### src/rtl/pc_sequencer_if.sv
// Fetch/commit bundle between the PC sequencer, the datapath
// control unit and the instruction-memory port.
interface pc_sequencer_if;
  logic        imem_ready;
  logic        stall;
  logic        commit;
  logic        branch_taken;
  logic [31:0] branch_target;
  logic        jump;
  logic [31:0] jump_target;
  logic        jr;
  logic [31:0] jr_target;
  logic        exception;
  logic        halt;
  logic [31:0] pc_out;
  logic        imem_req;
  logic        instr_valid;
  logic [31:0] epc;
  logic        misalign;
  logic        halted;

  modport master (
    output imem_ready,
    output stall,
    output commit,
    output branch_taken,
    output branch_target,
    output jump,
    output jump_target,
    output jr,
    output jr_target,
    output exception,
    output halt,
    input  pc_out,
    input  imem_req,
    input  instr_valid,
    input  epc,
    input  misalign,
    input  halted
  );

  modport slave (
    input  imem_ready,
    input  stall,
    input  commit,
    input  branch_taken,
    input  branch_target,
    input  jump,
    input  jump_target,
    input  jr,
    input  jr_target,
    input  exception,
    input  halt,
    output pc_out,
    output imem_req,
    output instr_valid,
    output epc,
    output misalign,
    output halted
  );
endinterface

### src/rtl/pc_sequencer.sv
// Multi-cycle PC owner: fetch handshake, hold during execute,
// next-PC selection on commit with exception/misalign redirect.
module pc_sequencer #(
  parameter logic [31:0] RESET_VECTOR = 32'h0000_0000,
  parameter logic [31:0] EXC_VECTOR   = 32'h8000_0180
) (
  input  logic              clk,
  input  logic              reset,
  pc_sequencer_if.slave     bus
);

  typedef enum logic [1:0] {
    FETCH = 2'd0,
    EXEC  = 2'd1,
    HALT  = 2'd2
  } state_e;

  state_e      state_q, state_d;
  logic [31:0] pc_q, pc_d;
  logic [31:0] epc_q, epc_d;
  logic        req_q, req_d;
  logic        iv_q, iv_d;
  logic        mis_q, mis_d;
  logic        hlt_q, hlt_d;

  logic [31:0] tgt;
  logic        redir;
  logic        bad_tgt;
  logic        accept;

  always_comb begin
    tgt   = pc_q + 32'd4;
    redir = 1'b1;
    priority case (1'b1)
      bus.jr:           tgt = bus.jr_target;
      bus.jump:         tgt = bus.jump_target;
      bus.branch_taken: tgt = bus.branch_target;
      default:          redir = 1'b0;
    endcase
  end

  assign bad_tgt = redir && (tgt[1:0] != 2'b00);
  assign accept  = bus.commit && !bus.stall;

  always_comb begin
    state_d = state_q;
    pc_d    = pc_q;
    epc_d   = epc_q;
    req_d   = 1'b0;
    iv_d    = 1'b0;
    mis_d   = mis_q;
    hlt_d   = hlt_q;
    unique case (state_q)
      FETCH: begin
        // ready only counts once the request is visible
        if (req_q && bus.imem_ready) begin
          state_d = EXEC;
          iv_d    = 1'b1;
        end else begin
          req_d = 1'b1;
        end
      end
      EXEC: begin
        if (accept) begin
          state_d = FETCH;
          req_d   = 1'b1;
          if (bus.exception) begin
            epc_d = pc_q;
            pc_d  = EXC_VECTOR;
            mis_d = 1'b0;
          end else if (bus.halt) begin
            state_d = HALT;
            req_d   = 1'b0;
            hlt_d   = 1'b1;
          end else if (bad_tgt) begin
            epc_d = pc_q;
            pc_d  = EXC_VECTOR;
            mis_d = 1'b1;
          end else begin
            pc_d = tgt;
          end
        end
      end
      HALT: begin
        hlt_d = 1'b1;
      end
      default: begin
        state_d = FETCH;
      end
    endcase
  end

  always_ff @(posedge clk) begin
    if (!reset) begin
      state_q <= FETCH;
      pc_q    <= RESET_VECTOR;
      epc_q   <= 32'h0;
      req_q   <= 1'b0;
      iv_q    <= 1'b0;
      mis_q   <= 1'b0;
      hlt_q   <= 1'b0;
    end else begin
      state_q <= state_d;
      pc_q    <= pc_d;
      epc_q   <= epc_d;
      req_q   <= req_d;
      iv_q    <= iv_d;
      mis_q   <= mis_d;
      hlt_q   <= hlt_d;
    end
  end

  assign bus.pc_out      = pc_q;
  assign bus.imem_req    = req_q;
  assign bus.instr_valid = iv_q;
  assign bus.epc         = epc_q;
  assign bus.misalign    = mis_q;
  assign bus.halted      = hlt_q;

endmodule

### src/flat_wrapper.sv
// flat-port wrapper written by rule: the top's interface ports become plain ports
module pc_sequencer_flat 
#(
  parameter logic [31:0] RESET_VECTOR = 32'h0000_0000,
  parameter logic [31:0] EXC_VECTOR   = 32'h8000_0180
)
  (clk, reset, bus_imem_ready, bus_stall, bus_commit, bus_branch_taken, bus_branch_target, bus_jump, bus_jump_target, bus_jr, bus_jr_target, bus_exception, bus_halt, bus_pc_out, bus_imem_req, bus_instr_valid, bus_epc, bus_misalign, bus_halted);
  pc_sequencer_if bus_i ();
  input  logic clk;
  input  logic reset;
  input wire logic [$bits(bus_i.imem_ready)-1:0] bus_imem_ready;
  input wire logic [$bits(bus_i.stall)-1:0] bus_stall;
  input wire logic [$bits(bus_i.commit)-1:0] bus_commit;
  input wire logic [$bits(bus_i.branch_taken)-1:0] bus_branch_taken;
  input wire logic [$bits(bus_i.branch_target)-1:0] bus_branch_target;
  input wire logic [$bits(bus_i.jump)-1:0] bus_jump;
  input wire logic [$bits(bus_i.jump_target)-1:0] bus_jump_target;
  input wire logic [$bits(bus_i.jr)-1:0] bus_jr;
  input wire logic [$bits(bus_i.jr_target)-1:0] bus_jr_target;
  input wire logic [$bits(bus_i.exception)-1:0] bus_exception;
  input wire logic [$bits(bus_i.halt)-1:0] bus_halt;
  output wire logic [$bits(bus_i.pc_out)-1:0] bus_pc_out;
  output wire logic [$bits(bus_i.imem_req)-1:0] bus_imem_req;
  output wire logic [$bits(bus_i.instr_valid)-1:0] bus_instr_valid;
  output wire logic [$bits(bus_i.epc)-1:0] bus_epc;
  output wire logic [$bits(bus_i.misalign)-1:0] bus_misalign;
  output wire logic [$bits(bus_i.halted)-1:0] bus_halted;
  assign bus_i.imem_ready = bus_imem_ready;
  assign bus_i.stall = bus_stall;
  assign bus_i.commit = bus_commit;
  assign bus_i.branch_taken = bus_branch_taken;
  assign bus_i.branch_target = bus_branch_target;
  assign bus_i.jump = bus_jump;
  assign bus_i.jump_target = bus_jump_target;
  assign bus_i.jr = bus_jr;
  assign bus_i.jr_target = bus_jr_target;
  assign bus_i.exception = bus_exception;
  assign bus_i.halt = bus_halt;
  assign bus_pc_out = bus_i.pc_out;
  assign bus_imem_req = bus_i.imem_req;
  assign bus_instr_valid = bus_i.instr_valid;
  assign bus_epc = bus_i.epc;
  assign bus_misalign = bus_i.misalign;
  assign bus_halted = bus_i.halted;
  pc_sequencer #(.RESET_VECTOR(RESET_VECTOR), .EXC_VECTOR(EXC_VECTOR)) u_core (.clk(clk), .reset(reset), .bus(bus_i));
endmodule
### config.mk
export PLATFORM = sky130hd
export DESIGN_NAME = pc_sequencer_flat
export DESIGN_NICKNAME = d
export VERILOG_FILES = /design/src/rtl/pc_sequencer_if.sv /design/src/rtl/pc_sequencer.sv /design/src/flat_wrapper.sv
export SDC_FILE = /design/constraint.sdc
export NUM_CORES = 1
export LEC_CHECK = 0
export BUFFER_PORTS_ARGS = -buffer_cell sky130_fd_sc_hd__buf_2
export CAP_MARGIN = 20
export CORE_AREA = 5 5 98 100
export CTS_CLUSTER_DIAMETER = 120
export DETAILED_ROUTE_END_ITERATION = 10
export DIE_AREA = 0 0 103 105
export GPL_TIMING_DRIVEN = 0
export PLACE_DENSITY = 0.78
export RECOVER_POWER = 100
export SETUP_SLACK_MARGIN = 0.02
export SKIP_CTS_REPAIR_TIMING = 1
export SYNTH_ARGS = -nofsm -noshare
export SYNTH_HDL_FRONTEND = slang
export SYNTH_SLANG_ARGS = --single-unit
### constraint.sdc
create_clock -name clk -period 2.1 [get_ports clk]
set_input_delay 0 -clock clk [delete_from_list [all_inputs] [get_ports clk]]
set_output_delay 0 -clock clk [all_outputs]
set_load 0.05 [all_outputs]
Word-level counts from Yosys, hierarchy flattened --
Cells that the tools add are included.
Storage, ports and cells: register bits 70
Operators by class: add/sub/neg operators 1, equal/unequal tests 7, multiplexer cells 30, bitwise logic cells 1, reductions and logical operators 13
Operators by type and width (number):
- 32-bit 2-to-1 mux | 9
- 32-bit by 3-bit adder with 32-bit output (second input constant) | 1
- 1-bit 2-to-1 mux | 14
- 2-bit 2-to-1 mux | 4
- 4-bit AND reduction | 2
- 2-bit != test (second input constant) | 3
- 2-bit case mux with 3 select lines | 1
- 3-bit AND reduction | 2
- 2-bit nonzero test | 3
- 2-bit by 1-bit != test with 1-bit output (second input constant) | 2
- 1-bit case mux with 2 select lines | 2
- 1-bit logical AND | 3
- 2-bit by 1-bit == test with 1-bit output (second input constant) | 1
- 2-bit == test (second input constant) | 1
- 2-bit zero test | 1
- 2-bit AND reduction | 1
- 1-bit zero test | 1
- 1-bit inverter | 1

Logic depth before layout (Yosys ltp) --
depth in word-level cells 9, mapped depth 10

Least setup slack after synthesis --
OpenSTA, ideal clock, no wires.
path type reg-to-reg, start register u_core.pc_q[9], in the netlist u_core.bus.pc_out[9], end register u_core.pc_q[23], in the netlist u_core.bus.pc_out[23], setup time 74 ps, data arrival time 2283 ps, required time 2026 ps, setup slack -257 ps, stages on the path, launching flop included 6, buffers on the path 0, cells stage by stage dfxtp_1 > nand3_1 > nor4_4 > nand3_1 > or4b_1 > a31oi_1
Between the ends: cells in the longest elaborated chain, start to end 7
RTL lines:
- start, declared | RTL line pc_sequencer.sv:19 | logic [31:0] pc_q, pc_d;
- start signal, assigned | RTL line pc_sequencer.sv:104 | pc_q <= pc_d;
- 32-bit by 3-bit adder with 32-bit output | RTL line pc_sequencer.sv:32 | tgt = pc_q + 32'd4;
- 32-bit 2-to-1 mux (3 in a row) | RTL line pc_sequencer.sv:34 | priority case (1'b1)
- 32-bit 2-to-1 mux | RTL line pc_sequencer.sv:75 | end else if (bad_tgt) begin
- 32-bit 2-to-1 mux | RTL line pc_sequencer.sv:71 | end else if (bus.halt) begin
- 32-bit 2-to-1 mux | RTL line pc_sequencer.sv:67 | if (bus.exception) begin
Every way passes these cells. The select of a mux whose other input is x is not followed. A chain may end at the register's enable or synchronous reset.

Worst setup path in the final report --
start register u_core.pc_q[0], in the netlist u_core.bus.pc_out[0], end register u_core.pc_q[4], in the netlist u_core.bus.pc_out[4]
Between the ends: cells in the longest elaborated chain, start to end 9
RTL lines:
- 32-bit by 3-bit adder with 32-bit output * | RTL line pc_sequencer.sv:32
- 32-bit 2-to-1 mux * (3 in a row) | RTL line pc_sequencer.sv:34
- 2-bit nonzero test | RTL line pc_sequencer.sv:42 | assign bad_tgt = redir && (tgt[1:0] != 2'b00);
- 1-bit logical AND | RTL line pc_sequencer.sv:42
- 32-bit 2-to-1 mux * | RTL line pc_sequencer.sv:75
- 32-bit 2-to-1 mux * | RTL line pc_sequencer.sv:71
- 32-bit 2-to-1 mux * | RTL line pc_sequencer.sv:67
Mark *: on every way between the ends. The rest lies on a longest branch, timed or not. The select of a mux whose other input is x is not followed.

==> summary.md <==
| Metric | Value |
|---|---|
| Worst Tran Pin Value | `0.7550 ns` |
| Critical path arrival | `2.39 ns` |
| Die height | `around 110 µm` |
| Post-synth EDFFs | `0` |
| Die area | `10,820 µm²` |
| Hpwl dp | `12,900 µm` |
| Worst slew margin | `0.4913` |
| Rows | `34` |
| Final worst-path setup slack | `-0.01338 ns` |
| CTS clk-pin slew, worst paths | `0.08 ns` |
| Num CTS Buffers | `9` |
| H-tree levels | `3` |
| Initial Utilization | `0.4533` |
| CTS tree | `yes` |
| Antenna fix cells | `0` |
| Failing checks | `hold timing, setup timing` |
| Pin count of the biggest net entering global routing | `14` |
| Post-synthesis instance area | `around 4000 µm²` |
| Worst r2r src | `u_core.bus.pc_out[0]$_SDFFE_PN0P_` |
| Final core utilization | `0.6261` |
| Vias in the first global route | `4,782` |
| Clock Sinks | `70` |
| DR pass1 iterations | `5` |
| Area growth from synthesis to layout | `38.13%` |
| DR iter-0 viols | `425` |
| Pre-CTS WS | `-0.1523 ns` |
| RePlAce Congestion | `approximately 0.96` |
| Final setup viols | `1` |
| CP endpoint | `u_core.bus.pc_out[4]$_SDFFE_PN0P_` |
| Minimum clock period after layout | `2.113 ns` |
| Pwr/cell area | `between 500 and 600 nW/µm²` |
| Mapped Nets | `between 600 and 700` |
| Root Buffer | `clkbuf_8` |
| Sequential-to-total area share from yosys stat | `0.3598` |
| Reg2Reg Setup Slack | `-0.01 ns` |
| Final worst-path cycle share | `1.006` |
| Clk_skew | `between 0.015 and 0.02 ns` |
| Slew Limit Fails | `0` |
| Global route overflow | `0` |
| Hold slack | `-0.01841 ns` |
| R2r endpoint | `u_core.bus.pc_out[4]$_SDFFE_PN0P_` |
| RSZ-0062 raised after global routing | `true` |
| Synthesis Warnings | `0` |
| Total wirelength of the detailed-routed design | `17,270 µm` |
| Worst setup EP type | `register` |
| Max-capacitance violation count | `0` |
| GRT Overall Usage | `0.3084` |
| Total Nets Final | `854` |
| Worst Setup Path Type | `register to register` |
| Vias per Instance | `6.029` |
| Flops & latches, synth | `70` |
| P_leak | `2.027 nW` |
| R2R cell count | `8` |
| Final hold violation count | `1` |
| CTS max path bufs | `2` |
| Fmax | `about 470 MHz` |
| Wire per inst | `20.09 µm` |
| Total negative slack | `-0.01338 ns` |
| Synth Flop Type | `dfxtp_1` |
| Run status | `finished, violations left` |
| Via count | `roughly 5,200` |
| Initial antenna violation count | `0` |
| Req. time, crit path | `between 2 and 2.5 ns` |
| Global-route wire length before repair | `25,940 µm` |
| Routed Antenna Nets | `0` |
| Maximum VDD drop | `335.1 µV` |
| Fraction of layout cells with a size suffix above 1 | `0.2566` |
| Die Wd | `between 100 and 150 µm` |
| DRC | `0` |
| Port bufs | `171` |
| Layout fillers | `841` |
| Max FO, Critical Path | `8` |
| Avg Cell Area, Syn | `around 7.2 µm²` |
| FFs w/ async S/R, synth | `0` |
| Hold Path Class | `primary input to register` |
| Core area | `8593 µm²` |
| Worst Setup SP | `u_core.bus.pc_out[0]$_SDFFE_PN0P_` |
| IO Pins | `174` |
| Startpoint Class | `register` |
| Worst-Skew Late Latency | `0.36 ns` |
| Netlist cell types | `59` |
| Mapped Cells | `542` |
synthesized netlist by cell type (4+ instances only):
cell,instances,share of area
a221oi_1,4,0.0090
nor4_1,7,0.011
a21oi_1,20,0.026
nand2b_1,5,0.0080
dfxtp_1,70,0.36
inv_1,9,0.0087
nand3_1,63,0.081
o22ai_1,26,0.042
nor3_1,6,0.0077
buf_2,9,0.012
o211ai_1,8,0.015
xnor2_1,4,0.0090
nand4_1,13,0.021
o31ai_1,9,0.017
nand2_1,83,0.080
nor2_1,30,0.029
a31oi_1,7,0.011
clkbuf_1,29,0.028
o21ai_0,81,0.10
power by group:
part / leakage (nW) / switching, mW / internal [mW]
registers: 0.575 / 0.0142 / 1.33
clock network: 0.112 / 0.561 / 0.659
logic: 1.34 / 0.294 / 0.177
total: 2.03 / 0.869 / 2.17
flip-flops by register name, summed over array words and instances, names as in the netlist:
signal and flops:
u_core.bus.halted 1, u_core.bus.epc 32, u_core.bus.imem_req 1, u_core.state_q 2
u_core.bus.misalign 1, u_core.bus.instr_valid 1, u_core.bus.pc_out 32
worst min-delay path by stage:
stage                       start                           endpoint  slack (ns)  cells past startpoint
6_report       bus_jump_target[7]  u_core.bus.pc_out[7]$_SDFFE_PN0P_       -0.02                      3
5_1_grt        bus_jump_target[7]  u_core.bus.pc_out[7]$_SDFFE_PN0P_      0.0002                      3
4_1_cts            bus_imem_ready  u_core.bus.instr_valid$_SDFF_PN0_        -0.1                      3
3_5_place_dp       bus_imem_ready  u_core.bus.instr_valid$_SDFF_PN0_        0.28                      3
3_3_place_gp       bus_imem_ready  u_core.bus.instr_valid$_SDFF_PN0_        0.28                      3
2_1_floorplan       bus_exception   u_core.bus.misalign$_SDFFE_PN0P_        0.11                      1
placed cells by master (no fill, tap or decap), types with 10 or more instances in the layout:
| cell | Yosys | routed |
|---|---|---|
| buf_2 | 9 | 105 |
| clkbuf_1 | 29 | 96 |
| nand2_1 | 83 | 83 |
| o21ai_0 | 81 | 81 |
| nand3_1 | 63 | 59 |
| dfxtp_1 | 70 | 52 |
| nor2_1 | 30 | 27 |
| o22ai_1 | 26 | 26 |
| a21oi_1 | 20 | 19 |
| buf_4 | 0 | 17 |
| dfxtp_2 | 0 | 15 |
| nand4_1 | 13 | 13 |
| clkbuf_8 | 0 | 10 |
per-stage QoR:
| stage | instance area [µm²] | cells | hold slack (ns) | power, mW |
|---|---|---|---|---|
| 2_1_floorplan | 3925 | 542 | 0.1119 | 1.605 |
| 3_3_place_gp | 4916 | 821 | 0.2800 | 1.802 |
| 3_5_place_dp | 4916 | 821 | 0.2818 | 1.809 |
| 4_1_cts | 5135 | 837 | -0.09506 | 2.991 |
| 5_1_grt | 5380 | 860 | 0.0001901 | 3.136 |
| 6_report | 5380 | 860 | -0.01841 | 3.038 |
final cells by class:
type | instances | area (µm²) | share of cell area
multi-input cells | 418 | 2381 | 0.4426
flip-flops and latches | 70 | 1431 | 0.2660
plain buffers | 43 | 210.2 | 0.03907
clock inverters | 4 | 52.55 | 0.009767
repair buffers | 194 | 962.2 | 0.1788
inverters | 11 | 41.29 | 0.007674
well taps | 108 | 135.1 | 0.02512
clock buffers | 12 | 166.4 | 0.03093
routing by layer:
metal  vias to the layer above  GRT usage  part of all wire
met2                       333     0.4918              0.47
met5                         -          0                 0
met3                        25    0.06929              0.10
li1                       2404          -                 -
met1                      2423     0.4104              0.41
met4                         0    0.09713             0.017
cells by family (layout without fill, tap and decap cells):
| kind of cell | after synthesis | in the layout | synth area share |
|---|---|---|---|
| xor gates and xnor gates | 5 | 5 | 0.01124 |
| adders and majority gates | 1 | 1 | 0.003212 |
| AOI/OAI and AO/OA | 181 | 181 | 0.2804 |
| and+or+nand+nor | 228 | 228 | 0.2792 |
| muxes | 3 | 3 | 0.008352 |
| buffers and inverters | 54 | 264 | 0.05782 |
| DFF | 70 | 70 | 0.3598 |
critical path, cell delays in order, from the launching register on:
cell	delay, ns
dfxtp_2	0.33
mux2_4	0.27
a222oi_1	0.30
buf_4	0.19
a21oi_4	0.07
or2_1	0.28
buf_6	0.15
a211o_1	0.31
a21oi_2	0.12
Power figures use the tool's default switching activity.
